===== src/rtl/lc3_fetch_pkg.sv =====
// Shared opcode constants, FSM encoding and sign-extension helper for the LC3 fetch stage.
package lc3_fetch_pkg;

  localparam logic [3:0] OP_BR  = 4'b0000;
  localparam logic [3:0] OP_JSR = 4'b0100;
  localparam logic [3:0] OP_JMP = 4'b1100;

  typedef enum logic {
    ST_IDLE = 1'b0,
    ST_RUN  = 1'b1
  } fetch_state_t;

  // Sign-extend the low 'bits' bits of an instruction offset field to 32 bits;
  // callers keep the low ADDR_W bits.
  function automatic logic [31:0] sext(input logic [11:0] v, input logic [3:0] bits);
    logic [31:0] r;
    logic        msb;
    msb = v[bits - 4'd1];
    r   = {32{msb}};
    for (int i = 0; i < 12; i++) begin
      if (i < int'(bits)) r[i] = v[i];
    end
    return r;
  endfunction

endpackage


===== src/rtl/fetch_queue_unit_fifo.sv =====
// Prefetch queue: register-array FIFO with synchronous flush; head read straight from storage.
module fetch_fifo #(
  parameter int W     = 32,
  parameter int DEPTH = 4
) (
  input  logic                       clk,
  input  logic                       rst,
  input  logic                       flush,
  input  logic                       push,
  input  logic [W-1:0]               din,
  input  logic                       pop,
  output logic [W-1:0]               dout,
  output logic [$clog2(DEPTH):0]     count,
  output logic                       empty,
  output logic                       full
);

  localparam int PW = $clog2(DEPTH);
  localparam int CW = PW + 1;

  logic [W-1:0]  mem [DEPTH];
  logic [PW-1:0] wr_ptr, rd_ptr;
  logic          do_push, do_pop;

  assign empty   = (count == '0);
  assign full    = (count == CW'(DEPTH));
  // A push at full is accepted only when the head leaves in the same cycle.
  assign do_push = push && (!full || pop);
  assign do_pop  = pop && !empty;
  assign dout    = mem[rd_ptr];

  // Storage, pointers and occupancy; flush drops everything in one edge.
  always_ff @(posedge clk or posedge rst) begin
    if (rst) begin
      wr_ptr <= '0;
      rd_ptr <= '0;
      count  <= '0;
      for (int i = 0; i < DEPTH; i++) mem[i] <= '0;
    end else if (flush) begin
      wr_ptr <= '0;
      rd_ptr <= '0;
      count  <= '0;
    end else begin
      if (do_push) begin
        mem[wr_ptr] <= din;
        wr_ptr      <= wr_ptr + PW'(1);
      end
      if (do_pop) rd_ptr <= rd_ptr + PW'(1);
      count <= count + CW'(do_push) - CW'(do_pop);
    end
  end

endmodule


===== src/rtl/fetch_queue_unit.sv =====
// LC3 fetch stage: credit-limited pipelined issue, epoch-tagged in-flight tracking,
// prefetch queue toward decode and BR/JSR/JSRR/JMP redirect handling.
module fetch_queue_unit
  import lc3_fetch_pkg::*;
#(
  parameter int                ADDR_W      = 16,
  parameter int                DATA_W      = 16,
  parameter logic [ADDR_W-1:0] RESET_PC    = '0,
  parameter int                QUEUE_DEPTH = 4,
  parameter int                MEM_LAT     = 1
) (
  input  logic              clk,
  input  logic              rst,
  input  logic              fetch_start,
  input  logic              fetch_stop,
  input  logic              redirect_valid,
  input  logic [3:0]        opCode_in,
  input  logic [11:0]       offset_in,
  input  logic [ADDR_W-1:0] redirect_pc,
  input  logic [ADDR_W-1:0] reg_in,
  input  logic [2:0]        br_nzp,
  input  logic [2:0]        result_nzp,
  output logic              mem_rd_en,
  output logic [ADDR_W-1:0] mem_addr,
  input  logic [DATA_W-1:0] mem_rdata,
  output logic              instr_valid,
  output logic [DATA_W-1:0] instr,
  output logic [ADDR_W-1:0] instr_pc,
  input  logic              instr_ready,
  output logic [ADDR_W-1:0] pc
);

  localparam int QW = DATA_W + ADDR_W;
  localparam int CW = $clog2(QUEUE_DEPTH) + 1;

  fetch_state_t state, state_nxt;
  logic         epoch;

  // In-flight shift register; the last stage lines up with mem_rdata.
  logic [MEM_LAT-1:0]             if_vld, if_ep;
  logic [MEM_LAT-1:0][ADDR_W-1:0] if_addr;
  logic [7:0]                     inflight;

  logic              taken, flush, issue;
  logic [ADDR_W-1:0] target;
  logic [31:0]       br_off, jsr_off;

  logic [QW-1:0]     q_dout;
  logic [CW-1:0]     q_count;
  logic              q_empty, q_full, push, pop, resp_ok;

  assign br_off  = sext(offset_in, 4'd9);
  assign jsr_off = sext(offset_in, 4'd11);

  // Redirect decode: is the control-flow instruction taken, and where to.
  always_comb begin
    taken  = 1'b0;
    target = '0;
    if (redirect_valid) begin
      case (opCode_in)
        OP_BR: begin
          taken  = |(br_nzp & result_nzp);
          target = redirect_pc + br_off[ADDR_W-1:0];
        end
        OP_JSR: begin
          taken  = 1'b1;
          target = offset_in[11] ? redirect_pc + jsr_off[ADDR_W-1:0] : reg_in;
        end
        OP_JMP: begin
          taken  = 1'b1;
          target = reg_in;
        end
        default: ;
      endcase
    end
  end

  // Only a running fetcher has speculative state worth throwing away.
  assign flush = taken && (state == ST_RUN);

  // Count outstanding reads, stale ones included, so credit never overcommits the queue.
  always_comb begin
    inflight = '0;
    for (int i = 0; i < MEM_LAT; i++) inflight = inflight + 8'(if_vld[i]);
  end

  // FSM next state plus issue decision; a redirect cycle never issues.
  always_comb begin
    state_nxt = state;
    issue     = 1'b0;
    case (state)
      ST_IDLE: if (fetch_start && !fetch_stop) state_nxt = ST_RUN;
      ST_RUN: begin
        if (fetch_stop && !fetch_start) state_nxt = ST_IDLE;
        issue = !taken && ((8'(q_count) + inflight) < 8'(QUEUE_DEPTH));
      end
      default: state_nxt = ST_IDLE;
    endcase
  end

  assign mem_rd_en = issue;
  assign mem_addr  = issue ? pc : '0;

  // FSM state register.
  always_ff @(posedge clk or posedge rst) begin
    if (rst) state <= ST_IDLE;
    else     state <= state_nxt;
  end

  // PC and epoch: redirect overrides the sequential increment.
  always_ff @(posedge clk or posedge rst) begin
    if (rst) begin
      pc    <= RESET_PC;
      epoch <= 1'b0;
    end else if (taken) begin
      pc <= target;
      if (flush) epoch <= ~epoch;
    end else if (issue) begin
      pc <= pc + ADDR_W'(1);
    end
  end

  // Shift each issued read down the latency pipe with its epoch and address.
  always_ff @(posedge clk or posedge rst) begin
    if (rst) begin
      if_vld  <= '0;
      if_ep   <= '0;
      if_addr <= '0;
    end else begin
      if_vld[0]  <= issue;
      if_ep[0]   <= epoch;
      if_addr[0] <= pc;
      for (int i = 1; i < MEM_LAT; i++) begin
        if_vld[i]  <= if_vld[i-1];
        if_ep[i]   <= if_ep[i-1];
        if_addr[i] <= if_addr[i-1];
      end
    end
  end

  // Responses from before the last redirect carry the old epoch and are dropped.
  assign resp_ok     = if_vld[MEM_LAT-1] && (if_ep[MEM_LAT-1] == epoch);
  assign pop         = instr_valid && instr_ready;
  assign push        = resp_ok && !flush && (!q_full || pop);
  assign instr_valid = !q_empty;
  assign instr       = q_dout[DATA_W-1:0];
  assign instr_pc    = q_dout[QW-1:DATA_W];

  fetch_fifo #(.W(QW), .DEPTH(QUEUE_DEPTH)) u_fifo (
    .clk   (clk),
    .rst   (rst),
    .flush (flush),
    .push  (push),
    .din   ({if_addr[MEM_LAT-1], mem_rdata}),
    .pop   (pop),
    .dout  (q_dout),
    .count (q_count),
    .empty (q_empty),
    .full  (q_full)
  );

endmodule


===== config.mk =====
export PLATFORM = sky130hd
export DESIGN_NAME = fetch_queue_unit
export DESIGN_NICKNAME = d
export VERILOG_FILES = /design/src/rtl/lc3_fetch_pkg.sv /design/src/rtl/fetch_queue_unit_fifo.sv /design/src/rtl/fetch_queue_unit.sv
export SDC_FILE = /design/constraint.sdc
export NUM_CORES = 1
export LEC_CHECK = 0
export BUFFER_PORTS_ARGS = -buffer_cell sky130_fd_sc_hd__buf_4
export CAP_MARGIN = 25
export CORE_ASPECT_RATIO = 1.1
export CORE_UTILIZATION = 25
export CTS_CLUSTER_DIAMETER = 200
export DETAILED_ROUTE_END_ITERATION = 10
export PLACE_DENSITY = 0.49
export SLEW_MARGIN = 20
export SYNTH_ARGS = -nofsm -noshare
export SYNTH_HDL_FRONTEND = slang
export SYNTH_SLANG_ARGS = --single-unit

===== constraint.sdc =====
create_clock -name clk -period 5.9 [get_ports clk]
set_input_delay 0.59 -clock clk [delete_from_list [all_inputs] [get_ports clk]]
set_output_delay 0.59 -clock clk [all_outputs]
set_load 0.02 [all_outputs]

== Word level (Yosys, flattened, before mapping) ==
Cells that the tools add are included.

* Reduce and logical (&&, ||, !) cells: 27
* Bitwise operators: 6
* Multiplexer cells: 23
* Add/subtract/negate cells: 8
* Equal/unequal tests: 4
* Magnitude comparators: 4

{| class="wikitable"
|+ Operator list
! operator !! number
|-
| $bwmux W128 || 1
|-
| $mux W32 || 3
|-
| $mux W16 || 5
|-
| $bmux W32 S2 || 1
|-
| $demux W32 S2 || 1
|-
| $pmux W16 S3 || 1
|-
| $add A16 B16 Y16 || 2
|-
| $add A16 B1 Y16 const B || 1
|-
| $logic_and A1 B1 Y1 || 11
|-
| $mux W2 || 4
|-
| $ge A3 B3 Y1 const B || 2
|-
| $logic_not A1 Y1 || 6
|-
| $not A2 Y3 || 2
|-
| $reduce_bool A2 Y1 || 3
|-
| $add A2 B1 Y2 const B || 2
|-
| $add A3 B1 Y4 || 1
|-
| $eq A4 B3 Y1 const B || 1
|-
| $eq A4 B4 Y1 const B || 1
|-
| $logic_not A4 Y1 || 1
|-
| $lt A4 B3 Y1 const B || 1
|-
| $mux W1 || 4
|-
| $pmux W1 S2 || 2
|-
| $reduce_and A2 Y1 || 2
|-
| $add A3 B1 Y3 || 1
|-
| other kinds (11) || 13
|}

* Register bits after elaboration: 171
* Output and inout bits: 66
* Bits of input ports: 76
* Word-level logic and storage cells: 85

== Depth between registers and ports, before layout ==
* Word-level depth: 12
* Mapped depth: 12
* Depth with buffers taken out: 10

== Modules after synthesis ==
From an unflattened synthesis, not the netlist that was laid out.

* Cells, all modules: 689
* Area total of the unflattened synthesis: 9496.6 µm²

{| class="wikitable"
|+ Modules (own cells, without submodules)
! module !! instances !! sequential area each (µm²) !! area an instance (µm²) !! cells each
|-
| fetch_fifo || 1 || 3378.2 || 6625.1 || 361
|-
| fetch_queue_unit || 1 || 900.9 || 2871.5 || 328
|}

== Worst setup path before layout ==
OpenSTA, ideal clock, no wires.

* Path type: input -> output
* Start: input port opCode_in[3]
* End: output port mem_addr[10]
* Buffers on the path: 2
* Path slack: 3.085 ns
* Data required time: 5.310 ns
* Cell stages on the path: 7
* Arrival: 2.225 ns
* Path through: or4_1 -> buf_2 -> o21a_1 -> nor2_4 -> nor2_1 -> clkbuf_1 -> and2_1

* Cells in the longest elaborated chain, start to end: 8
* Elaborated cells between the ends (all ways): 10
* Those cells by class: 2 x eq/ne; 4 x mux; 4 x reduce/logical

{| class="wikitable"
|+ Ends and longest elaborated chain
! item !! RTL line !! source
|-
| from (decl) || fetch_queue_unit.sv:17 || <nowiki>input logic [3:0] opCode_in,</nowiki>
|-
| $eq A4 B4 Y1 or $eq A4 B3 Y1 (tied branches) || fetch_queue_unit.sv:60 || <nowiki>case (opCode_in)</nowiki>
|-
| $reduce_or A2 Y1 (no line) || - ||
|-
| $pmux W1 S2 (*) || fetch_queue_unit.sv:60 ||
|-
| $mux W1 (*) || fetch_queue_unit.sv:59 || <nowiki>if (redirect_valid) begin</nowiki>
|-
| $logic_not A1 Y1 (*) || fetch_queue_unit.sv:95 || <nowiki>issue = !taken && ((8'(q_count) + inflight) < 8'(QUEUE_DEPTH));</nowiki>
|-
| $logic_and A1 B1 Y1 (*) || fetch_queue_unit.sv:95 ||
|-
| $mux W1 (*) || fetch_queue_unit.sv:91 || <nowiki>case (state)</nowiki>
|-
| named net mem_rd_en || fetch_queue_unit.sv:23 || <nowiki>output logic mem_rd_en,</nowiki>
|-
| $mux W16 (*) || fetch_queue_unit.sv:102 || <nowiki>assign mem_addr = issue ? pc : '0;</nowiki>
|-
| to (decl) || fetch_queue_unit.sv:24 || <nowiki>output logic [ADDR_W-1:0] mem_addr,</nowiki>
|}

Mark *: on every way through the listed nets, which the timed path passes. The rest lies on a longest branch.

== Final worst setup path ==
* Start: register u_fifo.count[1]
* End: output port mem_addr[1]

* Cells in the longest elaborated chain, start to end: 5

{| class="wikitable"
|+ Ends and longest elaborated chain
! item !! RTL line !! source
|-
| from (decl) || fetch_queue_unit_fifo.sv:13 || <nowiki>output logic [$clog2(DEPTH):0] count,</nowiki>
|-
| from (signal assigned) || fetch_queue_unit_fifo.sv:49 || <nowiki>count <= count + CW'(do_push) - CW'(do_pop);</nowiki>
|-
| $add A3 B1 Y4 || fetch_queue_unit.sv:95 ||
|-
| $lt A4 B3 Y1 || fetch_queue_unit.sv:95 ||
|-
| $logic_and A1 B1 Y1 || fetch_queue_unit.sv:95 ||
|-
| $mux W1 || fetch_queue_unit.sv:91 ||
|-
| $mux W16 || fetch_queue_unit.sv:102 ||
|}

No other way between the ends.

==> report_table.html <==
<table>
<tr><th>Metric</th><th>Value</th></tr>
<tr><th colspan="2">Run status</th></tr>
<tr><td>Outcome</td><td>complete, no violations</td></tr>
<tr><th colspan="2">Yosys</th></tr>
<tr><td>Count of mapped cells out of synthesis</td><td>674</td></tr>
<tr><td>Number of distinct library cells after synthesis</td><td>59</td></tr>
<tr><td>Proportion of netlist area held by the largest area contributor</td><td>45.8%</td></tr>
<tr><td>Post-synthesis instance area</td><td>9340 µm²</td></tr>
<tr><td>Flops &amp; latches, synth</td><td>171</td></tr>
<tr><td>Leading register cell type out of synthesis</td><td>dfrtp_1</td></tr>
<tr><td>Post-synth net total</td><td>781</td></tr>
<tr><td>Warnings, synthesis</td><td>0</td></tr>
<tr><td>Avg Inst Size Synth</td><td>13.9 µm²</td></tr>
<tr><td>Cell with the most instances after synthesis</td><td>dfrtp_1</td></tr>
<tr><td>Number of enable flip-flop cells after synthesis</td><td>0</td></tr>
<tr><td>Area contributors post-synth</td><td>dfrtp_1 (46%), mux2_4 (19%), mux4_2 (7.7%)</td></tr>
<tr><td>List of most frequent post-synthesis cells</td><td>dfrtp_1 (171), mux2_4 (120), mux4_2 (32), ha_1 (29), a21oi_1 (27)</td></tr>
<tr><td>Post-synthesis async set-or-reset flop share</td><td>100%</td></tr>
<tr><td>Post-synthesis sequential area ratio</td><td>45.8%</td></tr>
<tr><td>Top cell type by total area after synthesis</td><td>dfrtp_1</td></tr>
<tr><th colspan="2">Placement</th></tr>
<tr><td>Post-place setup slack</td><td>2.68 ns</td></tr>
<tr><td>DP HPWL</td><td>15700 µm</td></tr>
<tr><td>Final Wtd Congestion</td><td>0.767</td></tr>
<tr><td>Count of port buffers added during placement</td><td>141</td></tr>
<tr><th colspan="2">Drt</th></tr>
<tr><td>Detailed Route WL</td><td>23100 µm</td></tr>
<tr><td>Number of nets with antenna violations after routing</td><td>0</td></tr>
<tr><td>Via Count</td><td>5944</td></tr>
<tr><td>First-pass iteration count of the detailed router</td><td>5</td></tr>
<tr><td>Starting DRC count in detailed routing</td><td>297</td></tr>
<tr><td>Detail-routed via count per cell</td><td>4.54</td></tr>
<tr><td>Per-cell routed wire length</td><td>17.6 µm</td></tr>
<tr><td>DRC violation count after routing</td><td>0</td></tr>
<tr><th colspan="2">Setup path</th></tr>
<tr><td>Worst-path maximum fanout</td><td>12</td></tr>
<tr><td>Source of the worst register-to-register timing path</td><td>u_fifo.count[1]</td></tr>
<tr><td>Cell repeated most along the worst path</td><td>buf_4</td></tr>
<tr><td>Critical Path Sink Type</td><td>output pin</td></tr>
<tr><td>Library cell contributing the largest single delay on the critical path</td><td>nor2_1</td></tr>
<tr><td>Worst Path Arrival</td><td>2.74 ns</td></tr>
<tr><td>Critical path, cell by cell</td><td>or2_2 -&gt; a21oi_1 -&gt; o21ai_1 -&gt; nor2_1 -&gt; buf_4 -&gt; and2_1 -&gt; buf_4</td></tr>
<tr><td>Worst stage delay on the critical path</td><td>0.46 ns</td></tr>
<tr><td>Launching element type of the critical path</td><td>flip-flop</td></tr>
<tr><td>Reg-to-reg slack, setup</td><td>3.43 ns</td></tr>
<tr><td>Crit Reg-Reg Endpoint</td><td>pc[15]</td></tr>
<tr><td>Critical path start-end classification</td><td>flip-flop to output pin</td></tr>
<tr><td>Path depth of the worst reg2reg path</td><td>7</td></tr>
<tr><td>Worst EP required</td><td>5.31 ns</td></tr>
<tr><th colspan="2">Final layout</th></tr>
<tr><td># nets final</td><td>916</td></tr>
<tr><td>Synthesis-to-layout area growth</td><td>22.2%</td></tr>
<tr><td>Fraction of layout instances using a drive strength above 1</td><td>43.1%</td></tr>
<tr><td>Number of inserted diodes</td><td>0</td></tr>
<tr><th colspan="2">GRT</th></tr>
<tr><td>Overall track demand over capacity in global routing</td><td>12.3%</td></tr>
<tr><td>Number of global-route vias before repair</td><td>6137</td></tr>
<tr><td>Initial antenna violation count</td><td>0</td></tr>
<tr><td>Maximum number of pins on one net before global-route repair</td><td>107</td></tr>
<tr><td>Total gr overflow</td><td>0</td></tr>
<tr><td>First-pass GRT wire length</td><td>35800 µm</td></tr>
<tr><th colspan="2">Die</th></tr>
<tr><td>Placeable core region</td><td>36400 µm²</td></tr>
<tr><td>Initial core utilization</td><td>25.6%</td></tr>
<tr><td>Die Ht</td><td>205 µm</td></tr>
<tr><td>Chip Width</td><td>186 µm</td></tr>
<tr><td>I/O pin count</td><td>142</td></tr>
<tr><td>FP Rows</td><td>73</td></tr>
<tr><td>Die outline area</td><td>38100 µm²</td></tr>
<tr><th colspan="2">Power</th></tr>
<tr><td>Cell area power density</td><td>530 nW/µm²</td></tr>
<tr><td>Maximum VDD drop</td><td>0.233 mV</td></tr>
<tr><td>Leak pwr</td><td>5.05 nW</td></tr>
<tr><th colspan="2">STA</th></tr>
<tr><td>Actual transition at the worst max-transition pin</td><td>0.986 ns</td></tr>
<tr><td>Minimum setup slack in the final design</td><td>2.57 ns</td></tr>
<tr><td>Setup clock skew after layout</td><td>0.0104 ns</td></tr>
<tr><td>Worst slew margin relative to its limit</td><td>34.3%</td></tr>
<tr><td>Endpoints failing hold</td><td>0</td></tr>
<tr><td>Share of the clock period used by the worst path after layout</td><td>56.4%</td></tr>
<tr><td>Clock period minus final worst setup slack</td><td>3.33 ns</td></tr>
<tr><td>RSZ-0062 raised after global routing</td><td>false</td></tr>
<tr><td>Maximum clock frequency</td><td>301 MHz</td></tr>
<tr><td>Max-slew violations</td><td>0</td></tr>
<tr><td>Accumulated negative setup slack</td><td>0 ns</td></tr>
<tr><td>Setup Viol. Count Final</td><td>0</td></tr>
<tr><th colspan="2">Clock tree</th></tr>
<tr><td>Number of CTS-inserted buffers</td><td>17</td></tr>
<tr><td>TritonCTS clock tree</td><td>yes</td></tr>
<tr><td>Clk_lat worst skew</td><td>0.43 ns</td></tr>
<tr><td>Reg clk slew, reported paths</td><td>0.07 ns</td></tr>
<tr><td>Post-CTS setup buffers</td><td>0</td></tr>
<tr><td>Num Clock Sinks</td><td>171</td></tr>
<tr><td>Count of cells resized by post-cts repair</td><td>0</td></tr>
<tr><td>Clock root buffer master</td><td>clkbuf_16</td></tr>
<tr><td>Depth of the CTS H-tree</td><td>4</td></tr>
<tr><td>Buffer depth of the longest clock path</td><td>2</td></tr>
<tr><td>Number of buffers added to fix hold violations after cts</td><td>0</td></tr>
<tr><th colspan="2">Flow run</th></tr>
<tr><td>Number of max-cap violations</td><td>0</td></tr>
<tr><th colspan="2">Min path</th></tr>
<tr><td>Type of the most critical hold path</td><td>input pin to asynchronous set/reset pin</td></tr>
</table>
==> power breakdown <==
part           switching (mW)  internal (mW)  total (mW)
sequential              0.485           1.73        2.21
combinational            1.14           1.59        2.73
clock                   0.534          0.565        1.10
==> placed cells by master, fill, tap and decap left out, drive strengths merged, types with 3 or more instances in the layout <==
| master | synthesis | final |
|---|---|---|
| nor2b | 5 | 5 |
| a211oi | 5 | 5 |
| nor3 | 8 | 8 |
| dfrtp | 171 | 171 |
| nor4 | 4 | 4 |
| a22oi | 3 | 3 |
| and2 | 21 | 21 |
| mux2 | 129 | 129 |
| a221oi | 12 | 12 |
| ha | 29 | 29 |
| mux2i | 5 | 5 |
| xor2 | 19 | 19 |
| o21a | 7 | 7 |
| nand2b | 4 | 4 |
| xnor2 | 12 | 12 |
| clkbuf | 10 | 18 |
| o211ai | 6 | 6 |
| a21oi | 27 | 27 |
| nor2 | 25 | 25 |
| o21ai | 14 | 14 |
| inv | 16 | 25 |
| and3 | 4 | 4 |
| a21o | 6 | 6 |
| nand2 | 23 | 23 |
| mux4 | 32 | 32 |
| nand3 | 6 | 6 |
| nand4 | 7 | 7 |
| o31ai | 3 | 3 |
| clkinv | 0 | 5 |
| buf | 22 | 148 |
| nor3b | 5 | 5 |
==> state kept, by name, summed over array words and instances (netlist names) <==
signal and cells:
u_fifo.mem 128, if_addr 16, pc 16, u_fifo.count 3
u_fifo.rd_ptr 2, u_fifo.wr_ptr 2, epoch 1, if_ep 1
if_vld 1, state 1
==> worst max-delay path by stage <==
stage,start,to,cells after the start
after global placement,br_nzp[0],mem_addr[1],7
after detailed placement,opCode_in[3],u_fifo.mem[72],8
after CTS,u_fifo.count[1],mem_addr[1],7
after global routing,u_fifo.count[1],mem_addr[1],7
final,u_fifo.count[1],mem_addr[1],7
after floorplan,rst,epoch,1
==> logic make-up after synthesis <==
family                   count (synthesis)  share of synthesized area, %
multiplexers                           166                          28.6
buffers and inverters                   48                          3.31
AO/OA/AOI/OAI                          101                          7.42
adder cells (fa/ha/maj)                 32                          4.42
AND/OR/NAND/NOR                        125                          7.48
XOR/XNOR                                31                          2.91
flip-flops                             171                          45.8
==> metal layers <==
layer	vias to the layer above	global-route usage, %	wire [µm]	part of all wire [%]
met2	154	19.4	10700	46
met4	0	3.34	206	0.89
li1	2774	-	-	-
met5	-	0	0	0
met3	14	1.69	799	3.5
met1	3002	17.5	11400	49
==> cell type report <==
class	count	area, µm²
fill	3664	25000
multi-input combinational	455	4750
sequential	171	4280
timing repair buffer	148	1130
tap	487	609
clock buffer	18	429
clock inverter	14	144
inverter	16	65.1
==> critical path: cells and delay by family (launching register included) <==
kind,cells,cell delay [ns]
buffers and inverters,2,0.42
AND/OR/NAND/NOR,3,0.92
flip-flops,1,0.45
AO/OA/AOI/OAI,2,0.52
==> through the flow <==
| step | cells | area, µm² | util (%) | total power, mW | hold slack, ns |
|---|---|---|---|---|---|
| finish | 1309 | 11400 | 31.3 | 6.04 | 0.186 |
| global route | 1309 | 11400 | 31.3 | 6.42 | 0.214 |
| CTS | 1308 | 11400 | 31.2 | 6.14 | 0.398 |
| detailed placement | 1276 | 10800 | 29.7 | 5.01 | 0.427 |
| global placement | 1274 | 10800 | 29.6 | 4.99 | 0.421 |
| floorplan | 674 | 9340 | - | 4.09 | 0.410 |
Power figures use the tool's default switching activity.
